**config.mk**
```make
export PLATFORM = sky130hd
export DESIGN_NAME = simd_instr_receiver_flat
export DESIGN_NICKNAME = d
export VERILOG_FILES = /design/src/rtl/simd_instr_receiver_pkg.sv /design/src/rtl/simd_instr_receiver_if.sv /design/src/rtl/simd_instr_receiver_word_capture.sv /design/src/rtl/simd_instr_receiver.sv /design/src/flat_wrapper.sv
export SDC_FILE = /design/constraint.sdc
export NUM_CORES = 1
export LEC_CHECK = 0
export ABC_AREA = 1
export BUFFER_PORTS_ARGS = -buffer_cell sky130_fd_sc_hd__buf_2
export CELL_PAD_IN_SITES_DETAIL_PLACEMENT = 1
export CELL_PAD_IN_SITES_GLOBAL_PLACEMENT = 1
export CORE_MARGIN = 1.5
export CORE_UTILIZATION = 25
export CTS_CLUSTER_DIAMETER = 50
export DETAILED_ROUTE_END_ITERATION = 8
export PLACE_DENSITY = 0.52
export SETUP_SLACK_MARGIN = 0.3
export SLEW_MARGIN = 20
export SYNTH_ARGS = -nofsm -noshare
export SYNTH_HDL_FRONTEND = slang
export SYNTH_HIERARCHICAL = 1
export SYNTH_SLANG_ARGS = --single-unit
```
**constraint.sdc**
```tcl
create_clock -name i_clk -period 1.98 [get_ports i_clk]
set_input_delay 0.198 -clock i_clk [delete_from_list [all_inputs] [get_ports i_clk]]
set_output_delay 0.198 -clock i_clk [all_outputs]
set_load 0.01 [all_outputs]
```
**src/rtl/simd_instr_receiver_pkg.sv**
```systemverilog
// simd_instr_receiver_pkg: instruction word format, opcodes, receiver states and INFO field layout
// shared between the issuer and the SIMD instruction receiver.
package simd_instr_receiver_pkg;

    localparam int P_ADDR_W = 16;
    localparam int P_CNT_W  = 8;
    localparam int P_OP_W   = 4;

    localparam logic [1:0] INSTR_NOP   = 2'd0;
    localparam logic [1:0] INSTR_LD    = 2'd1;
    localparam logic [1:0] INSTR_INFO  = 2'd2;
    localparam logic [1:0] INSTR_STORE = 2'd3;

    typedef struct packed {
        logic [1:0]          opcode;
        logic [P_ADDR_W-1:0] payload;
    } instr_t;

    typedef enum logic [2:0] {
        RX_IDLE, RX_CAPT, RX_LOAD_A, RX_LOAD_B, RX_EXEC, RX_STORE, RX_FINISH
    } rx_state_e;

    // INFO payload is {count, op, zero pad}, count in the MSBs
    localparam int INFO_CNT_LSB = P_ADDR_W - P_CNT_W;
    localparam int INFO_OP_LSB  = INFO_CNT_LSB - P_OP_W;

    function automatic logic [1:0] expected_opcode(input logic [1:0] idx);
        return idx == 2'd2 ? INSTR_INFO : idx == 2'd3 ? INSTR_STORE : INSTR_LD;
    endfunction

endpackage

```
**src/rtl/simd_instr_receiver_if.sv**
```systemverilog
// simd_instr_receiver_if: issuer <-> processor handshake (enable, ack, instruction word, busy, finish).
interface simd_instr_receiver_if;

    logic                            en;
    logic                            ack;
    simd_instr_receiver_pkg::instr_t instr;
    logic                            busy;
    logic                            finish;

    modport master (output en, ack, instr, input busy, finish);
    modport slave  (input en, ack, instr, output busy, finish);

endinterface

```
**src/rtl/simd_instr_receiver_word_capture.sv**
```systemverilog
// instr_word_capture: 4-entry instruction payload bank filled in order on each ack, with an
// optional opcode-order check enabled by PROC_PROTO_CHECK_EN.
module instr_word_capture
    import simd_instr_receiver_pkg::*;
#(
    parameter int ADDR_W = P_ADDR_W
) (
    input  logic              i_clk,
    input  logic              i_rst,
    input  logic              i_start,
    input  logic              i_capt,
    input  instr_t            i_instr,
    output logic [ADDR_W-1:0] o_words [4],
`ifdef PROC_PROTO_CHECK_EN
    output logic              o_mismatch,
`endif
    output logic              o_last
);

    logic [1:0]        r_idx;
    logic [ADDR_W-1:0] r_words [4];

    always_ff @(posedge i_clk or posedge i_rst) begin
        if (i_rst) begin
            r_idx <= '0;
            for (int k = 0; k < 4; k++) r_words[k] <= '0;
        end else if (i_start) begin
            r_idx <= '0;
        end else if (i_capt) begin
            r_words[r_idx] <= i_instr.payload[ADDR_W-1:0];
            r_idx          <= r_idx + 2'd1;
        end
    end

    assign o_words = r_words;
    assign o_last  = i_capt && r_idx == 2'd3;

`ifdef PROC_PROTO_CHECK_EN
    assign o_mismatch = i_capt && i_instr.opcode != expected_opcode(r_idx);
`else
    logic w_unused;
    assign w_unused = ^i_instr.opcode;
`endif

endmodule

```
**src/rtl/simd_instr_receiver.sv**
```systemverilog
// simd_instr_receiver: captures LD/LD/INFO/STORE words from the issuer and sequences load, execute
// and store requests; define PROC_PROTO_CHECK_EN for the sticky protocol error flag o_err.
module simd_instr_receiver
    import simd_instr_receiver_pkg::*;
#(
    parameter int ADDR_W = P_ADDR_W,
    parameter int CNT_W  = P_CNT_W,
    parameter int OP_W   = P_OP_W
) (
    input  logic                 i_clk,
    input  logic                 i_rst,
    simd_instr_receiver_if.slave iss,
    output logic                 o_ld_req,
    output logic [ADDR_W-1:0]    o_ld_addr,
    output logic                 o_ld_slot,
    input  logic                 i_ld_done,
    output logic                 o_exec_start,
    output logic [OP_W-1:0]      o_exec_op,
    output logic [CNT_W-1:0]     o_exec_count,
    input  logic                 i_exec_done,
    output logic                 o_st_req,
    output logic [ADDR_W-1:0]    o_st_addr,
    input  logic                 i_st_done,
    output logic                 o_err
);

    localparam logic [2:0] S_IDLE   = RX_IDLE;
    localparam logic [2:0] S_CAPT   = RX_CAPT;
    localparam logic [2:0] S_LOAD_A = RX_LOAD_A;
    localparam logic [2:0] S_LOAD_B = RX_LOAD_B;
    localparam logic [2:0] S_EXEC   = RX_EXEC;
    localparam logic [2:0] S_STORE  = RX_STORE;
    localparam logic [2:0] S_FINISH = RX_FINISH;

    logic [2:0]        r_state, w_next;
    logic              r_busy, r_exec_first;
    logic [ADDR_W-1:0] w_words [4];
    logic              w_last, w_start, w_capt;
    logic [CNT_W-1:0]  w_count;
    logic [OP_W-1:0]   w_op;
    logic              w_unused;

    assign w_start  = iss.en && r_state == S_IDLE;
    assign w_capt   = iss.ack && r_state == S_CAPT;
    assign w_count  = w_words[2][ADDR_W-1 -: CNT_W];
    assign w_op     = w_words[2][ADDR_W-CNT_W-1 -: OP_W];
    assign w_unused = ^w_words[2];

`ifdef PROC_PROTO_CHECK_EN
    logic w_mismatch, r_err;

    instr_word_capture #(.ADDR_W(ADDR_W)) u_capture (
        .i_clk(i_clk), .i_rst(i_rst), .i_start(w_start), .i_capt(w_capt), .i_instr(iss.instr),
        .o_words(w_words), .o_mismatch(w_mismatch), .o_last(w_last)
    );

    always_ff @(posedge i_clk or posedge i_rst) begin
        if (i_rst) r_err <= 1'b0;
        else       r_err <= r_err | w_mismatch | (iss.en && r_state != S_IDLE);
    end

    assign o_err = r_err;
`else
    instr_word_capture #(.ADDR_W(ADDR_W)) u_capture (
        .i_clk(i_clk), .i_rst(i_rst), .i_start(w_start), .i_capt(w_capt), .i_instr(iss.instr),
        .o_words(w_words), .o_last(w_last)
    );

    assign o_err = 1'b0;
`endif

    always_comb begin
        w_next = r_state;
        case (r_state)
            S_IDLE:   w_next = iss.en ? S_CAPT : S_IDLE;
            S_CAPT:   w_next = w_last ? S_LOAD_A : S_CAPT;
            S_LOAD_A: w_next = i_ld_done ? S_LOAD_B : S_LOAD_A;
            S_LOAD_B: w_next = !i_ld_done ? S_LOAD_B : w_count == '0 ? S_STORE : S_EXEC;
            S_EXEC:   w_next = i_exec_done ? S_STORE : S_EXEC;
            S_STORE:  w_next = i_st_done ? S_FINISH : S_STORE;
            S_FINISH: w_next = iss.ack ? S_IDLE : S_FINISH;
            default:  w_next = S_IDLE;
        endcase
    end

    // busy and the execute pulse are registered from the next state so they line up with it
    always_ff @(posedge i_clk or posedge i_rst) begin
        if (i_rst) begin
            r_state      <= S_IDLE;
            r_busy       <= 1'b0;
            r_exec_first <= 1'b0;
        end else begin
            r_state      <= w_next;
            r_busy       <= w_next != S_IDLE;
            r_exec_first <= w_next == S_EXEC && r_state != S_EXEC;
        end
    end

    assign iss.busy     = r_busy;
    assign iss.finish   = r_state == S_FINISH;
    assign o_ld_req     = r_state == S_LOAD_A || r_state == S_LOAD_B;
    assign o_ld_slot    = r_state == S_LOAD_B;
    assign o_ld_addr    = r_state == S_LOAD_A ? w_words[0] : r_state == S_LOAD_B ? w_words[1] : '0;
    assign o_exec_start = r_exec_first;
    assign o_exec_op    = r_state == S_EXEC ? w_op : '0;
    assign o_exec_count = r_state == S_EXEC ? w_count : '0;
    assign o_st_req     = r_state == S_STORE;
    assign o_st_addr    = r_state == S_STORE ? w_words[3] : '0;

endmodule

```
**src/flat_wrapper.sv**
```systemverilog
// flat-port wrapper written by rule: the top's interface ports become plain ports
module simd_instr_receiver_flat import simd_instr_receiver_pkg::*;
#(
    parameter int ADDR_W = P_ADDR_W,
    parameter int CNT_W  = P_CNT_W,
    parameter int OP_W   = P_OP_W
)
  (i_clk, i_rst, o_ld_req, o_ld_addr, o_ld_slot, i_ld_done, o_exec_start, o_exec_op, o_exec_count, i_exec_done, o_st_req, o_st_addr, i_st_done, o_err, iss_en, iss_ack, iss_instr, iss_busy, iss_finish);
  simd_instr_receiver_if iss_i ();
  input  logic i_clk;
  input  logic i_rst;
  output logic o_ld_req;
  output logic [ADDR_W-1:0] o_ld_addr;
  output logic o_ld_slot;
  input  logic i_ld_done;
  output logic o_exec_start;
  output logic [OP_W-1:0] o_exec_op;
  output logic [CNT_W-1:0] o_exec_count;
  input  logic i_exec_done;
  output logic o_st_req;
  output logic [ADDR_W-1:0] o_st_addr;
  input  logic i_st_done;
  output logic o_err;
  input wire logic [$bits(iss_i.en)-1:0] iss_en;
  input wire logic [$bits(iss_i.ack)-1:0] iss_ack;
  input wire logic [$bits(iss_i.instr)-1:0] iss_instr;
  output wire logic [$bits(iss_i.busy)-1:0] iss_busy;
  output wire logic [$bits(iss_i.finish)-1:0] iss_finish;
  assign iss_i.en = iss_en;
  assign iss_i.ack = iss_ack;
  assign iss_i.instr = iss_instr;
  assign iss_busy = iss_i.busy;
  assign iss_finish = iss_i.finish;
  simd_instr_receiver #(.ADDR_W(ADDR_W), .CNT_W(CNT_W), .OP_W(OP_W)) u_core (.i_clk(i_clk), .i_rst(i_rst), .iss(iss_i), .o_ld_req(o_ld_req), .o_ld_addr(o_ld_addr), .o_ld_slot(o_ld_slot), .i_ld_done(i_ld_done), .o_exec_start(o_exec_start), .o_exec_op(o_exec_op), .o_exec_count(o_exec_count), .i_exec_done(i_exec_done), .o_st_req(o_st_req), .o_st_addr(o_st_addr), .i_st_done(i_st_done), .o_err(o_err));
endmodule
```
# ---- Word-level counts from Yosys, hierarchy flattened
# Index checks and enable logic that the tools add are counted.
# W data, S select, Z words.
dict set report word_totals {
  ff_bits 71
  output_inout_bits 51
  wordCells 52
  inputBits 25
}
dict set report op_classes {
  addsub 1
  bitwise_logic 2
  reduce_logical 11
  muxes 19
  order_cmp 2
  eq_ne 9
}
# op n
set op_table {}
lappend op_table {{$bwmux W64} 1}
lappend op_table {{$mux W16} 4}
lappend op_table {{$demux W16 S2} 1}
lappend op_table {{$pmux W3 S7} 1}
lappend op_table {{$eq A3 B3 Y1 const B} 4}
lappend op_table {{$logic_not A8 Y1} 1}
lappend op_table {{$mux W2} 4}
lappend op_table {{$mux W8} 1}
lappend op_table {{$eq A3 B2 Y1 const B} 2}
lappend op_table {{$mux W3} 2}
lappend op_table {{$logic_and A1 B1 Y1} 5}
lappend op_table {{$mux W1} 4}
lappend op_table {{$mux W4} 1}
lappend op_table {{$eq A3 B1 Y1 const B} 1}
lappend op_table {{$ge A3 B3 Y1 const B} 1}
lappend op_table {{$logic_not A3 Y1} 1}
lappend op_table {{$lt A3 B1 Y1 const B} 1}
lappend op_table {{$ne A3 B3 Y1 const B} 1}
lappend op_table {{$not A2 Y3} 1}
lappend op_table {{$reduce_bool A3 Y1} 1}
lappend op_table {{$add A2 B1 Y2 const B} 1}
lappend op_table {{$eq A2 B2 Y1 const B} 1}
lappend op_table {{$reduce_and A2 Y1} 1}
lappend op_table {{$reduce_bool A2 Y1} 1}
lappend op_table {{other kinds (2)} 2}

# ---- Depth between registers and ports, before layout
dict set report depth {
  word_depth 7
  ltp_mapped 12
  ltp_nobuf 9
}

# ---- Cells and area by module
# Netlist, hierarchy kept.
# mod area_per_inst_um2 instances seq_area_each_um2 cells_each
set by_module_without_submodules {}
lappend by_module_without_submodules {instr_word_capture 2911.5 1 1651.6 306}
lappend by_module_without_submodules {simd_instr_receiver 845.8 1 125.1 142}

# ---- Worst setup path before layout
# No wires, ideal clock.
dict set report synth_path {
  kind {register -> register}
  startpoint {register u_core.r_state[2]}
  endpoint {register u_core.r_busy, in the netlist u_core/iss.busy}
  path_slack_ns 0.092
  n_path_buf 3
  path_stages_with_launch 11
  required_time_ns 1.845
  arrival_time_ns 1.753
  cell_sequence {dfrtp_1 > buf_4 > nor4_1 > buf_6 > buf_2 > nand2_1 > inv_1 > nand3b_1 > nand2_1 > nor2_1 > nand4_1}
}
dict set report synth_via {
  elab_chain_cells 6
  elab_cells_between_ends 12
  cone_classes {eq/ne (6); mux (2); reduce/logical (4)}
}
# item line
set synth_lines {}
lappend synth_lines {{from (decl)} simd_instr_receiver.sv:35} ;# logic [2:0] r_state, w_next;
lappend synth_lines {{from (signal assigned)} simd_instr_receiver.sv:93} ;# r_state <= w_next;
lappend synth_lines {{$eq A3 B1 Y1} simd_instr_receiver.sv:44} ;# assign w_capt = iss.ack && r_state == S_CAPT;
lappend synth_lines {{$logic_and A1 B1 Y1} simd_instr_receiver.sv:44}
lappend synth_lines {{named net u_core.w_capt} simd_instr_receiver.sv:38} ;# logic w_last, w_start, w_capt;
lappend synth_lines {{$logic_and A1 B1 Y1} simd_instr_receiver_word_capture.sv:36} ;# assign o_last = i_capt && r_idx == 2'd3;
lappend synth_lines {{named net u_core.w_last} simd_instr_receiver.sv:38}
lappend synth_lines {{$mux W2} simd_instr_receiver.sv:76} ;# S_CAPT: w_next = w_last ? S_LOAD_A : S_CAPT;
lappend synth_lines {{$pmux W3 S7} simd_instr_receiver.sv:74} ;# case (r_state)
lappend synth_lines {{$reduce_bool A3 Y1} simd_instr_receiver.sv:94} ;# r_busy <= w_next != S_IDLE;
lappend synth_lines {{to (signal assigned)} simd_instr_receiver.sv:90} ;# r_busy <= 1'b0;
lappend synth_lines {{to (signal assigned)} simd_instr_receiver.sv:94}
lappend synth_lines {{to (decl)} simd_instr_receiver.sv:36} ;# logic r_busy, r_exec_first;
# The timed path passes the listed nets, and every way through them passes these cells.
# A chain may end at the register's enable or synchronous reset.

# ---- Worst setup path after layout
dict set report layout_path {
  startpoint {register u_core.r_state[1]}
  endpoint {output port o_ld_addr[3]}
}
dict set report layout_via {
  elab_chain_cells 3
  elab_cells_between_ends 4
  cone_classes {eq/ne (2); mux (2)}
}
# item line
set layout_lines {}
lappend layout_lines {{$eq A3 B2 Y1} simd_instr_receiver.sv:103} ;# assign o_ld_addr = r_state == S_LOAD_A ? w_words[0] : r_state == S_LOAD_B ? w_words[1] : '0;
lappend layout_lines {{$mux W16} simd_instr_receiver.sv:103}
lappend layout_lines {{$mux W16 (*)} simd_instr_receiver.sv:103}
lappend layout_lines {{to (decl)} flat_wrapper.sv:13} ;# output logic [ADDR_W-1:0] o_ld_addr;
# Mark *: on every way between the ends. The rest lies on a longest branch, timed or not.

==> reports/results.tsv <==
stage	metric	value	unit
floorplanning	fp.dieArea	15140	sq um
global_routing	grt_pass1_vias	3328	
placement	port_buffers	72	
global_routing	antenna_found_initial	0	
power	p_per_area	1550	nW/um^2
cts	clock_path_buffers	2	
floorplanning	start_util	0.2575	
floorplanning	ioPinCount	76	
cts	path_clk_slew	0.06	ns
cts	cts-root-buf	clkbuf_16	
sta	setup_tns	0	ns
min_path	worstHoldStart	iss_instr[3]	
min_path	holdPathEnd	u_core/u_capture/o_words[3]$_DFFE_PP0P_	
power	vdd_drop_max	0.5762	mV
cts	cts_tree	yes	
sta	slew_violations	0	
floorplanning	die_w	123.0	microns
global_routing	grt_overflow	0	
drt	first_iter_violations	244	
cts	tritoncts.num_buffers	9	
synth	synthCells	432	
worst_setup_path	worst_ep_arrival_time	1.60	ns
global_routing	grt_max_degree	63	
worst_setup_path	reg2reg_to	u_core/u_capture/o_words[57]$_DFFE_PP0P_	
worst_setup_path	reg2reg_from	u_core/r_state[2]$_DFF_PP0_	
global_routing	grt_usage	0.1621	
worst_setup_path	critPathCaptureType	output pin	
synth	synthesis.nets	461	
cts	clock_sinks	67	
placement	gp_congestion	0.7617	
min_path	hold_depth	3	
floorplanning	fp.coreArea	13990	sq um
worst_setup_path	crit_type	reg -> out	
synth	syn-cell-area	3602	sq um
floorplanning	die_h	123.0	microns
cts	clk_latency	0.33	ns
synth	yosysWarnings	6	
layout	drive_gt1_frac	0.3472	
layout	syn2layout_area_growth	38.03	%
worst_setup_path	critPathLaunchType	register	
job	drv_cap	0	
synth	post_synth.cell_area_avg	8.338	sq um
sta	finalCriticalPeriod	1.802	ns
drt	routedWlPerCell	17.55	microns
min_path	hold_class	in -> reg	
layout	diodes	0	
drt	wl	12460	microns
worst_setup_path	reg2reg_depth	8	
drt	first_pass_iters	5	
floorplanning	rows	43	
placement	place_hpwl	7622	microns
layout	fin_area	4972	sq um
sta	max_clock_freq	555.1	MHz
worst_setup_path	crit_fanout	8	
placement	placed_area	4120	sq um
drt	via_per_inst	4.807	
worst_setup_path	r2r_setup_slack	0.24	ns
sta	fin_worst_skew	0.01025	ns
sta	finalHoldViolCount	0	
worst_setup_path	required	1.78	ns
cts	h-tree-depth	3	
power	power	7.708	mW
global_routing	grt_pass1_wl	18490	microns
drt	drt.antenna.violating_nets	0	
sta	finalSetupViolCount	0	
layout	nNetsFinal	554	
sta	rsz0062_at_grt	true	
power	p_leak	2.554	nW
sta	timing.final.crit_share	0.9099	
status	status	complete, no violations	
drt	route.detailed.drc	0	
drt	num_vias	3413	
[routing by layer]
metal	wire length, microns	global-route usage
met5	0	0
met1	5892	0.2311
met2	5925	0.2569
met3	553	0.02306
met4	89	0.04454
[registers in the layout, indices dropped and copies added (netlist names)]
register,flops
u_core/u_capture/o_words,60
u_core/r_state,3
u_core/u_capture/r_idx,2
u_core/iss.busy,1
u_core/o_exec_start,1
[cells in the final DEF, fill, tap and decap left out, drive strengths merged]
cell type	n
bufinv	2
nand2	141
clkinv	2
dfrtp	67
nor2	44
nand3	16
dlygate4sd3	1
a32o	16
clkbuf	12
o21ai	2
inv	44
a21oi	2
nor4	1
nand3b	1
ha	4
conb	1
buf	111
clkinvlp	2
nand4	61
[power by group]
group          leakage, nW  total, mW  switching, mW  internal [mW]
combinational         1.55       3.62           2.13           1.49
clock                0.156       1.75          0.635           1.11
sequential           0.851       2.34          0.391           1.95
[critical path, cell delays in order (launching register included)]
cell     delay (ns)
dfrtp_1        0.42
buf_6          0.15
nand2_4        0.07
nor2_4         0.05
buf_12         0.12
buf_16         0.13
a32o_1         0.20
buf_2          0.14
[final cells by class]
cell class	instances	area, sq um
inverter	43	170.2
clock inverter	7	98.84
sequential	67	1678
multi-input combinational	289	1658
clock buffer	9	225.2
timing repair buffer	115	917.1
tap	180	225.2
fill	1670	9016
[per-stage QoR]
stage | util | hold slack, ns | worst slack, ns | cells
after global placement | 0.2945 | 0.1296 | 0.2624 | 663
after global routing | 0.3555 | 0.1654 | 0.1364 | 710
final | 0.3555 | 0.1552 | 0.1784 | 710
after CTS | 0.3343 | 0.1493 | 0.1978 | 695
after detailed placement | 0.2945 | 0.1319 | 0.2661 | 663
after floorplan | - | -0.02348 | 0.2925 | 432
[worst max path at each step]
stage,start,to
final,u_core/r_state[1]$_DFF_PP0_,o_ld_addr[3]
after global routing,u_core/r_state[1]$_DFF_PP0_,o_ld_addr[5]
after CTS,u_core/r_state[1]$_DFF_PP0_,o_ld_addr[5]
after detailed placement,u_core/r_state[2]$_DFF_PP0_,u_core/u_capture/o_words[13]$_DFFE_PP0P_
after global placement,u_core/r_state[2]$_DFF_PP0_,u_core/u_capture/o_words[15]$_DFFE_PP0P_
after floorplan,u_core/r_state[2]$_DFF_PP0_,u_core/iss.busy$_DFF_PP0_
[timing repair]
item                       in CTS  in global routing
pin swaps                      12                  5
cloned                          4                  5
hold buffers                    1                  0
setup buffers                  11                 10
setup endpoints to repair      77                107
hold endpoints to repair       28                  0
resized for setup              11                 39
(Power assumes the default switching activity.)
